<file path="config.mk">
export PLATFORM = sky130hd
export DESIGN_NAME = float_to_fixed_pipe
export DESIGN_NICKNAME = d
export VERILOG_FILES = /design/src/rtl/float_to_fixed_pipe.sv
export SDC_FILE = /design/constraint.sdc
export NUM_CORES = 1
export LEC_CHECK = 0
export ABC_AREA = 1
export ABC_CLOCK_PERIOD_IN_PS = 9700
export BUFFER_PORTS_ARGS = -buffer_cell sky130_fd_sc_hd__buf_2
export CORE_ASPECT_RATIO = 0.8
export CORE_MARGIN = 3
export CORE_UTILIZATION = 30
export DETAILED_ROUTE_END_ITERATION = 6
export PLACE_DENSITY = 0.57
export SLEW_MARGIN = 20
export SYNTH_ARGS = -nofsm -noshare
export SYNTH_HDL_FRONTEND = slang
export SYNTH_SLANG_ARGS = --single-unit
export TNS_END_PERCENT = 30
</file>
<file path="constraint.sdc">
create_clock -name ACLK -period 9.7 [get_ports ACLK]
set_input_delay 1.94 -clock ACLK [delete_from_list [all_inputs] [get_ports ACLK]]
set_output_delay 1.94 -clock ACLK [all_outputs]
set_load 0.02 [all_outputs]
</file>
<file path="src/rtl/float_to_fixed_pipe.sv">
// Three-stage, multi-lane IEEE-754 single to signed fixed-point converter with
// selectable rounding/saturation, NaN/Inf/zero flags and a sticky overflow-beat counter.
module float_to_fixed_pipe #(
  parameter int C_FXP_WIDTH = 16,
  parameter int C_FXP_POINT = 12,
  parameter int C_FLP_WIDTH = 32,
  parameter int C_CHANNELS  = 3,
  parameter int C_ROUND     = 1,
  parameter int C_SATURATE  = 1
) (
  input  logic                              ACLK,
  input  logic                              ARESETN,
  input  logic                              S_VALID,
  output logic                              S_READY,
  input  logic [C_CHANNELS*C_FLP_WIDTH-1:0] S_DATA,
  output logic                              M_VALID,
  input  logic                              M_READY,
  output logic [C_CHANNELS*C_FXP_WIDTH-1:0] M_DATA,
  output logic [C_CHANNELS-1:0]             M_OUT_RANGE,
  output logic [C_CHANNELS-1:0]             M_ZERO,
  input  logic                              CLR_CNT,
  output logic [15:0]                       OVF_COUNT
);

  localparam int W = C_FXP_WIDTH;
  localparam int N = C_CHANNELS;
  // k = e - 127 + P - 23 = e - (150 - P)
  localparam logic [9:0]   K_OFF   = 10'(150 - C_FXP_POINT);
  localparam logic [W-1:0] FXP_MAX = {1'b0, {(W-1){1'b1}}};
  localparam logic [W-1:0] FXP_MIN = {1'b1, {(W-1){1'b0}}};

  // Handshake: a beat moves on an edge where valid & ready are both high. The whole
  // pipe advances together when the output register is empty or being drained;
  // otherwise every stage holds, so M_DATA/flags stay stable while stalled.
  logic advance;
  assign advance = ~M_VALID | M_READY;
  assign S_READY = ARESETN & advance;

  logic                  s1_valid;
  logic [N-1:0]          s1_sign, s1_zero, s1_inf, s1_nan;
  logic [23:0]           s1_man [N];
  logic signed [9:0]     s1_k   [N];

  logic                  s2_valid;
  logic [N-1:0]          s2_sign, s2_zero, s2_inf, s2_nan, s2_big;
  logic [W-1:0]          s2_mag [N];

  logic [W-1:0]          s2n_mag [N];
  logic [N-1:0]          s2n_big;
  logic [N*W-1:0]        s3n_data;
  logic [N-1:0]          s3n_range, s3n_zero;

  always_ff @(posedge ACLK) begin
    if (!ARESETN) begin
      s1_valid    <= 1'b0;
      s2_valid    <= 1'b0;
      M_VALID     <= 1'b0;
      M_DATA      <= '0;
      M_OUT_RANGE <= '0;
      M_ZERO      <= '0;
    end else if (advance) begin
      s1_valid <= S_VALID;
      s2_valid <= s1_valid;
      M_VALID  <= s2_valid;
      if (s2_valid) begin
        M_DATA      <= s3n_data;
        M_OUT_RANGE <= s3n_range;
        M_ZERO      <= s3n_zero;
      end
    end
  end

  // Datapath registers need no reset: their contents are qualified by the stage valids.
  always_ff @(posedge ACLK) begin
    if (advance && S_VALID) begin
      for (int i = 0; i < N; i++) begin
        s1_sign[i] <= S_DATA[i*C_FLP_WIDTH + 31];
        s1_zero[i] <= (S_DATA[i*C_FLP_WIDTH + 23 +: 8] == 8'h00);
        s1_inf[i]  <= (S_DATA[i*C_FLP_WIDTH + 23 +: 8] == 8'hFF) &&
                      (S_DATA[i*C_FLP_WIDTH +: 23] == 23'd0);
        s1_nan[i]  <= (S_DATA[i*C_FLP_WIDTH + 23 +: 8] == 8'hFF) &&
                      (S_DATA[i*C_FLP_WIDTH +: 23] != 23'd0);
        s1_man[i]  <= {1'b1, S_DATA[i*C_FLP_WIDTH +: 23]};
        s1_k[i]    <= {2'b00, S_DATA[i*C_FLP_WIDTH + 23 +: 8]} - K_OFF;
      end
    end
    if (advance && s1_valid) begin
      s2_sign <= s1_sign;
      s2_zero <= s1_zero;
      s2_inf  <= s1_inf;
      s2_nan  <= s1_nan;
      s2_big  <= s2n_big;
      for (int i = 0; i < N; i++) s2_mag[i] <= s2n_mag[i];
    end
  end

  // Shift and round. A left shift beyond 40 always overflows any legal width.
  always_comb begin
    logic [63:0] man64;
    logic [63:0] wide;
    logic [9:0]  sh;
    man64   = '0;
    wide    = '0;
    sh      = '0;
    s2n_big = '0;
    for (int i = 0; i < N; i++) s2n_mag[i] = '0;
    for (int i = 0; i < N; i++) begin
      man64 = {40'd0, s1_man[i]};
      wide  = '0;
      sh    = '0;
      if (!s1_k[i][9]) begin
        if (s1_k[i] > 10'sd40) wide = '1;
        else                   wide = man64 << s1_k[i][5:0];
      end else begin
        sh = -s1_k[i];
        if (sh > 10'd25) wide = '0;
        else wide = (man64 >> sh[4:0]) +
                    ((C_ROUND != 0) ? ((man64 >> (sh[4:0] - 5'd1)) & 64'd1) : 64'd0);
      end
      s2n_big[i] = |wide[63:W];
      s2n_mag[i] = wide[W-1:0];
    end
  end

  // Sign, saturation and special-value resolution; magnitude 2^(W-1) is legal only when negative.
  always_comb begin
    logic ovf;
    ovf       = 1'b0;
    s3n_data  = '0;
    s3n_range = '0;
    s3n_zero  = '0;
    for (int i = 0; i < N; i++) begin
      ovf = s2_inf[i] | s2_big[i] |
            (s2_mag[i][W-1] & ~(s2_sign[i] & (s2_mag[i][W-2:0] == '0)));
      if (s2_zero[i]) begin
        s3n_zero[i] = 1'b1;
      end else if (s2_nan[i]) begin
        s3n_range[i] = 1'b1;
      end else if (ovf) begin
        s3n_range[i] = 1'b1;
        if (C_SATURATE != 0) s3n_data[i*W +: W] = s2_sign[i] ? FXP_MIN : FXP_MAX;
      end else begin
        s3n_data[i*W +: W] = s2_sign[i] ? -s2_mag[i] : s2_mag[i];
      end
    end
  end

  always_ff @(posedge ACLK) begin
    if (!ARESETN) begin
      OVF_COUNT <= '0;
    end else if (CLR_CNT) begin
      OVF_COUNT <= '0;
    end else if (M_VALID && M_READY && (|M_OUT_RANGE) && (OVF_COUNT != 16'hFFFF)) begin
      OVF_COUNT <= OVF_COUNT + 16'd1;
    end
  end

endmodule

</file>
Word-level counts from Yosys, hierarchy flattened --
Memories as Yosys holds them, arrays and structs flattened. Index checks and enable logic that the tools add are counted.
Storage, ports and cells: bits in registers 100, RAM bits 147, output and inout bits 72, word-level logic and storage cells 142, memories 3
Memory list:
- s1_man | depth 3, width 23, read ports 3, clocked after Yosys merged registers in 0, wr ports 3, RTL line 41 | logic [23:0] s1_man [N];
- s2_mag | depth 3, width 16, read ports 3, clocked after Yosys merged registers in 0, wr ports 3, RTL line 46 | logic [W-1:0] s2_mag [N];
- s1_k | depth 3, width 10, read ports 3, clocked after Yosys merged registers in 0, wr ports 3, RTL line 42 | logic signed [9:0] s1_k [N];
Cells by class: $add $sub $neg 16, magnitude comparators 6, eq/ne operators 4, shift-type cells 9, multiplexer cells 40, bitwise gates (word level) 19, reduce and logical (&&, ||, !) cells 29
Operator list (number):
- $mux 64 | 9
- $mux 16 | 15
- $add 64x1->64 | 3
- $shl 24x6->64 | 3
- $shr 24x5->64 | 3
- $reduce_or 48->1 | 3
- $shr 24x5->1 | 3
- $logic_not 23->1 | 3
- $reduce_bool 23->1 | 3
- $neg 16->16 | 3
- $logic_not 15->1 | 3
- $gt 10x5->1 const B | 3
- $gt 10x7->1 const B | 3
- $neg 10->10 | 3
- $sub 8x8->9 const B | 3
- $eq 8x8->1 const B | 3
- $logic_not 8->1 | 3
- $add 16x1->16 const B | 1
- $mux 1 | 16
- $ne 16x16->1 const B | 1
- $sub 5x1->5 const B | 3
- $logic_and 1x1->1 | 11
- $and 1x1->1 | 7
- $or 1x1->1 | 7
- other kinds (4) | 8

Depth between registers and ports, before layout --
An unclocked memory read counts as a cell.
depth after elaboration 9, gate-level depth with buffers 28, gate-level depth less buffers 25

Worst setup path before layout --
OpenSTA, ideal clock, no wires.
path kind input to register, start input port M_READY, end register s1_inf[0] (enable), data arrival time 4.243 ns, required time 9.238 ns, setup slack 4.995 ns, cell stages on the path 4, path buffers 0, cells stage by stage nor2_1 inv_1 nand2_1 inv_1
Between the ends: cells in the longest elaborated chain, start to end 2
RTL lines:
- start: declaration | RTL line 17 | input logic M_READY,
- $or 1x1->1 | RTL line 36 | assign advance = ~M_VALID | M_READY;
- $logic_and 1x1->1 | RTL line 75 | if (advance && S_VALID) begin
- end signal: indexed assignment | RTL line 79 | s1_inf[i] <= (S_DATA[i*C_FLP_WIDTH + 23 +: 8] == 8'hFF) &&
- end: declaration | RTL line 40 | logic [N-1:0] s1_sign, s1_zero, s1_inf, s1_nan;
Every way passes these cells. A chain may end at the register's enable or synchronous reset.

==> PnR_summary.wiki <==
{| class="wikitable"
! Metric !! Value
|-
| Outcome || finished clean
|-
| Worst clock skew || 0.0164 ns
|-
| Shortest clock period the worst path allows after layout || 5.98 ns
|-
| Count of hold buffers inserted by post-cts repair || 0
|-
| Antenna violations before repair || 5
|-
| Sum of negative setup slack || 0 ns
|-
| Clock input transition at the sequential cells of the worst setup and hold paths || 0.07 ns
|-
| Die Footprint || 73100 µm²
|-
| Final-layout fill cell count || 7433
|-
| Data arrival time of the worst path || 6.30 ns
|-
| FP Rows || 85
|-
| Peak clock frequency supported by timing || 167 MHz
|-
| Synthesized Nets || 3410
|-
| Residual overflow from global routing || 0
|-
| Post-CTS resize count || 0
|-
| Placement Cell Area || 22300 µm²
|-
| Sort of element at the end of the critical path || flip-flop
|-
| Max clock buf depth || 3
|-
| Sort of element at the start of the critical path || flip-flop
|-
| Worst-Margin Slew || 1.00 ns
|-
| Share of cells above drive strength 1 || 9.39%
|-
| Number of setup violations in the final report || 0
|-
| Area of all placed cells without fillers || 23200 µm²
|-
| Max-cap viol count || 0
|-
| Port Buffers || 172
|-
| Layer with the highest usage || met1
|-
| First-pass GRT wire length || 112 mm
|-
| Count of cell types in the netlist || 59
|-
| Skew-Pair Late Insertion Delay || 0.59 ns
|-
| TritonCTS clock tree || built
|-
| Yosys synthesis warning count || 0
|-
| Power dissipated by switching net loads || 1230 µW
|-
| Top fanout value on the critical path || 30
|-
| Met2 track utilization from global routing || 28.1%
|-
| Summed instance area of the synthesized netlist || 20900 µm²
|-
| Global Route met1 Usage || 28.4%
|-
| Chip Width || 301 µm
|-
| Internal Pwr Total || 2120 µW
|-
| Period utilisation layout || 61.6%
|-
| Slew Limit Headroom || 33.2%
|-
| Core Area || 68200 µm²
|-
| Synthesis-to-layout area growth || 11.0%
|-
| Largest vdd supply drop || 0.123 mV
|-
| Number of global-route vias before repair || 19800
|-
| 1st-pass router iterations || 6
|-
| Flops & latches, synth || 244
|-
| Met3 Track Usage GR || 3.80%
|-
| Comb power frac || 29.6%
|-
| Setup repair after global routing missed its margin || no
|-
| Final count of pins violating max slew || 0
|-
| Effective utilization at floorplan || 30.7%
|-
| Power density over the cells || 144 nW/µm²
|-
| Largest net degree at the start of global routing || 73
|-
| Via-to-Cell Ratio || 5.18
|-
| Placed Instances || 4227
|-
| Most used flip-flop cell after synthesis || edfxtp_1
|-
| Share of flip-flops with an asynchronous set or reset || 0%
|-
| TritonCTS buffer count || 29
|-
| Residual DRC || 0
|-
| Clock root buffer || clkbuf_16
|-
| Post-CTS setup-driven buffer insertion count || 0
|-
| EDFF count, synth || 171
|-
| Mean instance size in the synthesized netlist || 6.38 µm²
|-
| Number of nets at the end of the flow || 3474
|-
| Clock Power Share || 33.8%
|-
| Fraction of power consumed by sequential logic || 36.6%
|-
| Vias || 22200
|-
| Type of the worst min-delay path || reg -> reg
|-
| Routed Antenna Nets || 0
|-
| Sw Share || 36.6%
|-
| Number of clock sinks || 244
|-
| HPWL after detailed placement || 57.2 mm
|-
| Final weighted congestion in routability-driven placement || 0.971
|-
| Required time reported for the critical path endpoint || 10.02 ns
|-
| Worst setup path class || reg -> reg
|-
| Tot GR Track Use || 19.0%
|-
| Post-route insts no fill || 4282
|-
| Reported leakage power || 0.0101 µW
|-
| H-tree level count || 1
|-
| Y dimension of the die || 242 µm
|-
| Count of endpoints failing hold in the final timing report || 0
|-
| Top-Level Pins || 173
|-
| Total wirelength of the detailed-routed design || 72.4 mm
|-
| Fraction of the yosys area taken by sequential cells || 31.5%
|-
| Routed length per placed instance || 16.9 µm
|-
| Gate count after technology mapping || 3281
|-
| DR iter-0 viols || 2230
|}
area by class of cell:
cell class | instances | area [µm²] | area share (%)
tap | 913 | 1140 | 4.91
multi-input combinational | 2624 | 12600 | 54.1
sequential | 244 | 6600 | 28.4
timing repair buffer | 183 | 943 | 4.06
clock buffer | 38 | 801 | 3.45
clock inverter | 15 | 185 | 0.797
antenna | 2 | 5.00 | 0.0215
inverter | 263 | 992 | 4.27
registers in the layout, summed over array words and instances, names as in the netlist, 16 cells and up:
| name | flops |
|---|---|
| M_DATA | 48 |
| OVF_COUNT | 16 |
| s1_k | 27 |
| s1_man | 69 |
| s2_mag | 48 |
power groups by stage:
stage               sequential (µW)  combinational [µW]  clock [µW]
CTS                            1220                 970        1170
detailed placement             1250                 965           0
global route                   1230                1110        1210
global placement               1250                 973           0
finish                         1220                 991        1130
floorplan                      1230                 720           0
logic make-up (layout without fill, tap and decap cells):
group                    Yosys count  count (layout)  synth area share (%)
flip-flops                       244             244                  31.5
multiplexers                      14              14                 0.669
AND/OR/NAND/NOR                 2013            2013                  41.7
buffers and inverters            413             499                  8.47
adder cells (fa/ha/maj)           28              28                  1.67
other                              0               2                     0
XOR/XNOR                          60              60                  2.51
AO/OA/AOI/OAI                    509             509                  13.5
routing by layer:
layer	wire length (µm)	share of wire [%]
met1	34900	48
met2	30100	42
met3	6050	8.3
met4	1320	1.8
met5	45	0.062
worst max-delay path, cell delays in order, from the launching register on:
cell	delay, ns
edfxtp_1	0.87
inv_1	0.57
ha_1	0.44
ha_1	0.75
inv_1	0.51
or2_2	0.40
nand2_1	0.13
inv_1	0.07
a21oi_1	0.10
o21ai_0	0.08
o21ai_0	0.09
inv_1	0.05
o21ai_0	0.13
o21ai_0	0.10
ha_1	0.26
ha_1	0.26
nand3_1	0.15
inv_1	0.13
nand3_1	0.15
nor2_1	0.05
nand3_1	0.06
nand3_1	0.06
nor2_1	0.08
nand2_1	0.05
nand2_1	0.05
a21oi_1	0.06
stage by stage:
stage / hold WS (ns) / util [%] / setup WS, ns / power [µW]
floorplan: 0.400 / - / 5.00 / 1950
global placement: 0.401 / 32.6 / 3.89 / 2220
detailed placement: 0.405 / 32.6 / 3.83 / 2210
CTS: 0.402 / 34.1 / 3.80 / 3370
global route: 0.416 / 34.1 / 3.12 / 3550
finish: 0.410 / 34.1 / 3.72 / 3350
cells in the mapped netlist (18+ instances only):
library cell	instances	area share [%]
inv_2	18	0.32
nor4_1	28	0.84
o211ai_1	38	1.4
o21ai_0	274	6.5
xor2_1	38	1.6
buf_2	33	0.79
inv_1	239	4.3
nand2_1	1017	18
a21oi_1	111	2.7
xnor2_1	22	0.92
clkbuf_1	72	1.3
ha_1	28	1.7
a31oi_1	23	0.69
edfxtp_1	171	25
nand3_1	451	11
nor3_1	47	1.1
buf_4	20	0.72
and2_1	19	0.57
dfxtp_1	73	7.0
nor2_1	323	5.8
nand4_1	53	1.6
final timing paths:
kind | startpoint | depth (start not counted) | endpoint | slack, ns
worst min register to register | s1_inf[2] | 0 | s2_inf[2] | 0.41
worst max-delay path | s1_k[0][11] | 25 | s2_big[1] | 3.72
worst min-delay path | s1_inf[2] | 0 | s2_inf[2] | 0.41
worst max register to register | s1_k[0][11] | 25 | s2_big[1] | 3.72
layout by cell type (no fill, tap or decap), types with 15 or more instances in the layout:
cell | synthesis | routed
a21oi_1 | 111 | 111
a31oi_1 | 23 | 23
and2_1 | 19 | 19
buf_2 | 33 | 172
clkbuf_16 | 0 | 30
dfxtp_1 | 73 | 73
edfxtp_1 | 171 | 171
ha_1 | 28 | 28
inv_1 | 239 | 235
inv_2 | 18 | 21
nand2_1 | 1017 | 1017
nand2_2 | 15 | 15
nand3_1 | 451 | 451
nand4_1 | 53 | 53
nor2_1 | 323 | 323
nor2_2 | 16 | 16
nor3_1 | 47 | 47
nor4_1 | 28 | 28
o211ai_1 | 38 | 38
o21ai_0 | 274 | 274
xnor2_1 | 22 | 22
xor2_1 | 38 | 38
Note: power is estimated with default switching activity, not from simulation.
